### src/rtl/vga_sync_monitor.sv
// Receive-side VGA timing monitor: recovers pixel coordinates from hsync/vsync,
// locks to the expected timing, flags violations and produces a per-frame checksum and probe capture.
module vga_sync_monitor #(
  parameter int unsigned H_ACTIVE = 640,
  parameter int unsigned H_FP     = 16,
  parameter int unsigned H_SYNC   = 96,
  parameter int unsigned H_BP     = 48,
  parameter int unsigned V_ACTIVE = 480,
  parameter int unsigned V_FP     = 10,
  parameter int unsigned V_SYNC   = 2,
  parameter int unsigned V_BP     = 33,
  parameter bit          SYNC_POL = 1'b0
) (
  input  logic        clk,
  input  logic        reset,
  input  logic        p_tick,
  input  logic        hsync,
  input  logic        vsync,
  input  logic [11:0] rgb,
  input  logic [9:0]  probe_x,
  input  logic [9:0]  probe_y,
  output logic [9:0]  x,
  output logic [9:0]  y,
  output logic        de,
  output logic        locked,
  output logic        frame_start,
  output logic [15:0] frame_sum,
  output logic [7:0]  frame_count,
  output logic [11:0] probe_rgb,
  output logic        h_err,
  output logic        v_err,
  output logic        blank_err
);

  localparam int unsigned CW       = 10;
  localparam int unsigned H_TOTAL  = H_ACTIVE + H_FP + H_SYNC + H_BP;
  localparam int unsigned V_TOTAL  = V_ACTIVE + V_FP + V_SYNC + V_BP;
  localparam int unsigned HS_START = H_ACTIVE + H_FP;
  localparam int unsigned HS_END   = HS_START + H_SYNC;
  localparam int unsigned VS_START = V_ACTIVE + V_FP;
  localparam int unsigned VS_END   = VS_START + V_SYNC;

  typedef enum logic [1:0] {SEARCH, ALIGN, LOCKED} state_t;

  state_t        state_q, state_d;
  logic [CW-1:0] hcnt_q, hcnt_d, vcnt_q, vcnt_d;
  logic          hs_d_q, hs_d_d, vs_d_q, vs_d_d;
  logic [15:0]   acc_q, acc_d;
  logic [11:0]   pend_q, pend_d;
  logic [9:0]    x_q, x_d, y_q, y_d;
  logic          de_q, de_d, locked_q, locked_d, frame_start_q, frame_start_d;
  logic [15:0]   frame_sum_q, frame_sum_d;
  logic [7:0]    frame_count_q, frame_count_d;
  logic [11:0]   probe_rgb_q, probe_rgb_d;
  logic          h_err_q, h_err_d, v_err_q, v_err_d, blank_err_q, blank_err_d;

  logic          hs_act, vs_act, hs_rise, hs_fall, vs_rise, vs_fall;
  logic          h_wrap, h_mis, v_mis, pix_de;
  logic [CW-1:0] hcnt_inc, vcnt_inc;

  always_comb begin
    state_d       = state_q;
    hcnt_d        = hcnt_q;
    vcnt_d        = vcnt_q;
    hs_d_d        = hs_d_q;
    vs_d_d        = vs_d_q;
    acc_d         = acc_q;
    pend_d        = pend_q;
    x_d           = x_q;
    y_d           = y_q;
    de_d          = de_q;
    frame_start_d = 1'b0;
    frame_sum_d   = frame_sum_q;
    frame_count_d = frame_count_q;
    probe_rgb_d   = probe_rgb_q;
    h_err_d       = h_err_q;
    v_err_d       = v_err_q;
    blank_err_d   = blank_err_q;

    hs_act  = (hsync == SYNC_POL);
    vs_act  = (vsync == SYNC_POL);
    hs_rise = hs_act && !hs_d_q;
    hs_fall = !hs_act && hs_d_q;
    vs_rise = vs_act && !vs_d_q;
    vs_fall = !vs_act && vs_d_q;

    // Position this p_tick's pixel would occupy if the timing is as predicted
    h_wrap   = (hcnt_q == CW'(H_TOTAL - 1));
    hcnt_inc = h_wrap ? '0 : hcnt_q + CW'(1);
    if (h_wrap) vcnt_inc = (vcnt_q == CW'(V_TOTAL - 1)) ? '0 : vcnt_q + CW'(1);
    else        vcnt_inc = vcnt_q;
    pix_de = (hcnt_inc < CW'(H_ACTIVE)) && (vcnt_inc < CW'(V_ACTIVE));

    // An unexpected edge and a missing expected edge are both mismatches
    h_mis = (hs_rise != (hcnt_inc == CW'(HS_START))) ||
            (hs_fall != (hcnt_inc == CW'(HS_END)));
    v_mis = (vs_rise != ((hcnt_inc == CW'(HS_START)) && (vcnt_inc == CW'(VS_START)))) ||
            (vs_fall && (vcnt_inc != CW'(VS_END))) ||
            (vs_act && (vcnt_inc == CW'(VS_END)) && (hcnt_inc == CW'(H_TOTAL - 1)));

    if (p_tick) begin
      hs_d_d = hs_act;
      vs_d_d = vs_act;
      if (state_q == SEARCH) begin
        hcnt_d = '0;
        vcnt_d = '0;
        x_d    = '0;
        y_d    = '0;
        de_d   = 1'b0;
        if (vs_rise) begin
          state_d = ALIGN;
          hcnt_d  = CW'(HS_START);
          vcnt_d  = CW'(VS_START);
          x_d     = 10'(HS_START);
          y_d     = 10'(VS_START);
        end
      end else begin
        if ((state_q == LOCKED) && (rgb != 12'h000) && !pix_de) blank_err_d = 1'b1;
        if (h_mis || v_mis) begin
          if (state_q == LOCKED) begin
            h_err_d = h_err_q | h_mis;
            v_err_d = v_err_q | v_mis;
          end
          state_d = SEARCH;
          hcnt_d  = '0;
          vcnt_d  = '0;
          x_d     = '0;
          y_d     = '0;
          de_d    = 1'b0;
          acc_d   = '0;
        end else begin
          hcnt_d = hcnt_inc;
          vcnt_d = vcnt_inc;
          x_d    = 10'(hcnt_inc);
          y_d    = 10'(vcnt_inc);
          de_d   = pix_de;
          if ((state_q == LOCKED) && pix_de) begin
            acc_d = acc_q + 16'(rgb);
            if ((10'(hcnt_inc) == probe_x) && (10'(vcnt_inc) == probe_y)) pend_d = rgb;
          end
          if (vs_rise) begin
            if (state_q == ALIGN) begin
              state_d = LOCKED;
            end else begin
              frame_sum_d   = acc_q;
              acc_d         = '0;
              frame_start_d = 1'b1;
              frame_count_d = frame_count_q + 8'(1);
              probe_rgb_d   = pend_q;
            end
          end
        end
      end
    end
    locked_d = (state_d == LOCKED);
  end

  always_ff @(posedge clk) begin
    if (reset) begin
      state_q       <= SEARCH;
      hcnt_q        <= '0;
      vcnt_q        <= '0;
      hs_d_q        <= 1'b0;
      vs_d_q        <= 1'b0;
      acc_q         <= '0;
      pend_q        <= '0;
      x_q           <= '0;
      y_q           <= '0;
      de_q          <= 1'b0;
      locked_q      <= 1'b0;
      frame_start_q <= 1'b0;
      frame_sum_q   <= '0;
      frame_count_q <= '0;
      probe_rgb_q   <= '0;
      h_err_q       <= 1'b0;
      v_err_q       <= 1'b0;
      blank_err_q   <= 1'b0;
    end else begin
      state_q       <= state_d;
      hcnt_q        <= hcnt_d;
      vcnt_q        <= vcnt_d;
      hs_d_q        <= hs_d_d;
      vs_d_q        <= vs_d_d;
      acc_q         <= acc_d;
      pend_q        <= pend_d;
      x_q           <= x_d;
      y_q           <= y_d;
      de_q          <= de_d;
      locked_q      <= locked_d;
      frame_start_q <= frame_start_d;
      frame_sum_q   <= frame_sum_d;
      frame_count_q <= frame_count_d;
      probe_rgb_q   <= probe_rgb_d;
      h_err_q       <= h_err_d;
      v_err_q       <= v_err_d;
      blank_err_q   <= blank_err_d;
    end
  end

  assign x           = x_q;
  assign y           = y_q;
  assign de          = de_q;
  assign locked      = locked_q;
  assign frame_start = frame_start_q;
  assign frame_sum   = frame_sum_q;
  assign frame_count = frame_count_q;
  assign probe_rgb   = probe_rgb_q;
  assign h_err       = h_err_q;
  assign v_err       = v_err_q;
  assign blank_err   = blank_err_q;

endmodule

### config.mk
export PLATFORM = sky130hd
export DESIGN_NAME = vga_sync_monitor
export DESIGN_NICKNAME = d
export VERILOG_FILES = /design/src/rtl/vga_sync_monitor.sv
export SDC_FILE = /design/constraint.sdc
export NUM_CORES = 1
export LEC_CHECK = 0
export BUFFER_PORTS_ARGS = -buffer_cell sky130_fd_sc_hd__clkbuf_2
export CAP_MARGIN = 20
export CELL_PAD_IN_SITES_DETAIL_PLACEMENT = 1
export CELL_PAD_IN_SITES_GLOBAL_PLACEMENT = 1
export CORE_MARGIN = 2
export CORE_UTILIZATION = 42
export CTS_CLUSTER_DIAMETER = 100
export CTS_CLUSTER_SIZE = 24
export DETAILED_ROUTE_END_ITERATION = 10
export MAX_ROUTING_LAYER = met4
export PLACE_DENSITY = 0.81
export RECOVER_POWER = 50
export SYNTH_ARGS = -nofsm -noshare
export SYNTH_HDL_FRONTEND = slang
export SYNTH_SLANG_ARGS = --single-unit
### constraint.sdc
create_clock -name clk -period 4.7 [get_ports clk]
set_input_delay 1.175 -clock clk [delete_from_list [all_inputs] [get_ports clk]]
set_output_delay 1.175 -clock clk [all_outputs]
set_load 0.03 [all_outputs]
== After elaboration in Yosys (flattened, before gate mapping) ==
Index checks and enable logic that the tools add are counted.
Cells by class
  multiply operators: 0
  equal/unequal tests: 16
  magnitude comparators: 2
  shift-type cells: 0
  bitwise operators: 9
  reductions and logical operators: 28
  divide/modulo/power cells: 0
  mux-type cells: 22
  add/sub/neg operators: 4
Operator list (number)
  $mux 10: 8
  $mux 16: 4
  $eq 10x10->1 const B: 5
  $add 10x1->10 const B: 2
  $eq 10x10->1: 2
  $eq 10x9->1 const B: 2
  $add 16x12->16: 1
  $logic_and 1x1->1: 13
  $mux 2: 6
  $reduce_bool 12->1: 1
  $lt 10x10->1 const B: 1
  $lt 10x9->1 const B: 1
  $ne 10x9->1 const B: 1
  $reduce_and 5->1: 2
  $mux 9: 1
  $add 8x1->8 const B: 1
  $not 1->1: 7
  $reduce_or 5->1: 1
  $eq 2x2->1 const B: 2
  $logic_or 1x1->1: 4
  $reduce_and 4->1: 1
  $logic_not 1->1: 3
  $mux 1: 3
  $ne 1x1->1: 3
  other kinds (5): 6
Word-level totals
  input bits: 37
  bits in read-only memories: 0
  register bits: 94
  RAM bits: 0
  bits in latches: 0
  word-level logic and storage cells: 97
  memories: 0
  output and inout bits: 62

== Logic depth before layout (Yosys ltp) ==
  word-level depth: 13
  depth in mapped cells: 15
  gate-level depth less buffers: 11

== Least setup slack after synthesis ==
OpenSTA, ideal clock, no wires.
  path kind: register to register
  start: register x[0] (netlist name)
  end: register acc_q[2]
  cell stages (with the launch flop): 14
  required time: 4.583 ns
  data arrival time: 3.849 ns
  path slack: 0.734 ns
  cell sequence: dfxtp_1 -> ha_1 -> buf_2 -> nand4_1 -> nor3_4 -> a31oi_1 -> or4b_4 -> nor4_2 -> mux2_2 -> o211a_1 -> buf_2 -> a41o_1 -> buf_2 -> a22o_1
RTL lines
  end signal, assigned: RTL line 165  | acc_q <= '0;
  end signal, assigned: RTL line 184  | acc_q <= acc_d;
  end, declared: RTL line 48  | logic [15:0] acc_q, acc_d;

==> reports/metrics.cfg <==
[power_and_ir_drop]
switching_share_pct = 27.4
cell_internal_pwr_uw = 1280
p_seq_share_pct = 46.2
pwr-share-comb_pct = 10.7
power_density_nw_per_um2 = 278
total_power_uw = 1770
leakagePower_uw = 0.00222
p_switching_uw = 485
clkPwrFrac_pct = 43.1
irDropWorstVdd_uv = 211

[yosys]
async_reset_ff_share_pct = 0
synth_common_cells = 94 x dfxtp_1, 82 x nand2_1, 73 x a21oi_1
yosys.area_share.xor_xnor_pct = 6.60
synth_area_leader_cell = dfxtp_1
synth-seq-cells = 94
synth.area.top_cells = dfxtp_1 34%, a21oi_1 6.6%, nand2_1 5.6%
netlist.area_leader.share_pct = 34.1
synth_compound_area_share_pct = 23.6
syn_inst = 687
syn-num-nets = 742
synth_top_family_by_area = simple AND/OR/NAND/NOR gates
synth-simple-area-share_pct = 25.3
syn_area_per_cell_sq_um = 8.03
yosys.cell_types.count = 68
synth_edf_count = 0
synth_mux_area_share_pct = 1.34
synth_area_sq_um = 5510
synthAdderAreaFrac_pct = 4.22
synth_top_flop_cell = dfxtp_1
synth_warnings = 0
yosys.cell_count.top_type = dfxtp_1
seq_area_frac_synth_pct = 34.1

[routing]
first_pass_iters = 4
wirelength_mm = 18.4
ant_nets = 0
drtIter0Drc = 410
viasPerCell = 5.95
drc_errors = 0
via_count = 5609
wl_per_cell_microns = 19.5

[sta]
fin_crit_ns = 4.36
tns_ns = 0
skew_ns = 0.00792
slew_headroom_pct = -62.0
drv_slew = 56
fmax_mhz = 229
finalCritPeriodShare_pct = 92.7
rsz0062_at_grt = false
finalSetupViolCount = 0
final_hold_viol_count = 0
worst_pin_slew_ns = 2.43

[floorplan]
start_util_pct = 43.3
core_sq_um = 12700
ioPinCount = 99
die_w_microns = 119
rows = 41
die_h_microns = 119
dieArea_sq_um = 14100

[worst_setup_path]
worst-path-max-fanout = 8
rrSetupSlack_ns = 0.34
cp-startpoint = x[0]
path_class = reg -> reg
required_ns = 4.85
endpoint_kind = flop
timing.rr.end = frame_count[4]
cp.arrival_ns = 4.51
endpoint = frame_count[4]
reg2regPathDepth = 11
worstReg2RegStart = x[0]
start_kind = flop

[layout]
syn2layout_area_growth_pct = 15.2
diodes = 0
fin_nets = 821
layout.cells.non_filler = 943
drive_gt1_share_pct = 10.4

[clocking]
cts_buffers = 9
post_cts_buffers = 0
cts_hold_buf = 0
cts_repair_resize_count = 0
cts_root_buffer = clkbuf_16
clk_latency_ns = 0.36
cts_tree = yes
clockBufferDepth = 2
ctsHtreeMaxLevel = 3
clock-sinks = 94
path_clk_slew_ns = 0.07

[global_routing]
grt-ovfl-total = 0
gr-usage-met1_pct = 34.1
use_met2_pct = 43.9
grt_usage_pct = 26.6
grt_busiest_layer = met2
grt_pass1_vias = 5577
grt_pass1_wl_mm = 29.5
antenna_found_initial = 0
met3_usage_pct = 3.86
grt_max_degree = 56

[placement]
gp_congestion = 0.952
dp_cells = 926
portBuffers = 98
hpwl_mm = 13.6

[outcome]
violations = capacitance limit, slew limit
status = finished with violations

[job]
cap_violations = 1

[worst_hold_path]
min_path_type = reg -> reg

==> cell usage in the layout, fill, tap and decap left out, types with 12 or more instances in the layout <==
cell type and count:
a21oi_1 73, buf_4 14, clkbuf_1 66, clkbuf_2 36, dfxtp_1 94, ha_1 17, inv_1 18, nand2_1 82
nand3_1 27, nand4_1 29, nor2_1 41, nor3_1 15, nor4_1 12, o21ai_0 25, o31ai_1 16, xnor2_1 18
xor2_1 21
==> area by class of cell <==
class | instances | area, sq um
tap | 172 | 215
multi-input combinational | 528 | 3350
sequential | 94 | 1880
timing repair buffer | 115 | 529
clock buffer | 10 | 229
inverter | 18 | 67.6
clock inverter | 6 | 80.1
fill | 1617 | 6370
==> worst min path at each step <==
| stage | startpoint | endpoint | slack [ns] | cells past startpoint |
|---|---|---|---|---|
| floorplan | pend_q[0] | probe_rgb[0] | 0.44 | 2 |
| global placement | frame_sum[8] | frame_sum[8] | 0.44 | 2 |
| detailed placement | frame_sum[4] | frame_sum[4] | 0.45 | 2 |
| CTS | frame_sum[4] | frame_sum[4] | 0.45 | 2 |
| global route | frame_sum[4] | frame_sum[4] | 0.47 | 2 |
| finish | frame_sum[6] | frame_sum[6] | 0.45 | 2 |
==> worst max-delay path, stage by stage, from the launching register on <==
cell and delay (ns):
dfxtp_1 0.46, ha_1 0.37, nand4_1 0.31, or3_1 0.59, and2_0 0.22, nor3b_1 0.57, nand4b_1 0.31, a2111oi_1 0.66
buf_4 0.31, nand4_1 0.14, xor2_1 0.16, nor2_1 0.05
==> logic make-up after synthesis <==
family                     after synthesis
xor gates and xnor gates                40
DFF                                     94
adders and majority gates               18
and+or+nand+nor                        266
muxes                                    7
AOI/OAI and AO/OA                      197
buffers and inverters                   65
==> sequential cells by signal (all words and copies together), names as in the netlist, 2 cells and up <==
signal / flops
y: 10
probe_rgb: 12
x: 10
state_q: 2
frame_count: 8
acc_q: 16
pend_q: 12
frame_sum: 16
==> routing by layer <==
| metal | part of all wire [%] | vias up |
|---|---|---|
| met4 | 1.3 | 0 |
| met3 | 3.2 | 18 |
| met2 | 49 | 121 |
| met5 | 0 | - |
| li1 | - | 2690 |
| met1 | 46 | 2780 |
==> power groups by stage <==
stage               sequential (uW)  clock [uW]  combinational [uW]
CTS                             817         774                 189
global route                    819         804                 204
floorplan                       843           0                 109
global placement                836           0                 181
finish                          818         762                 189
detailed placement              836           0                 188
==> stage by stage <==
stage                     utilization (%)  hold WS [ns]  cell area, sq um  worst slack [ns]
after floorplan                         -         0.437              5510             0.734
after global placement               48.3         0.440              6140             0.606
after detailed placement             48.3         0.447              6140             0.444
after CTS                            50.7         0.455              6450             0.379
after global routing                 49.9         0.468              6350            0.0613
final                                49.9         0.452              6350             0.343
Power figures use the tool's default switching activity.
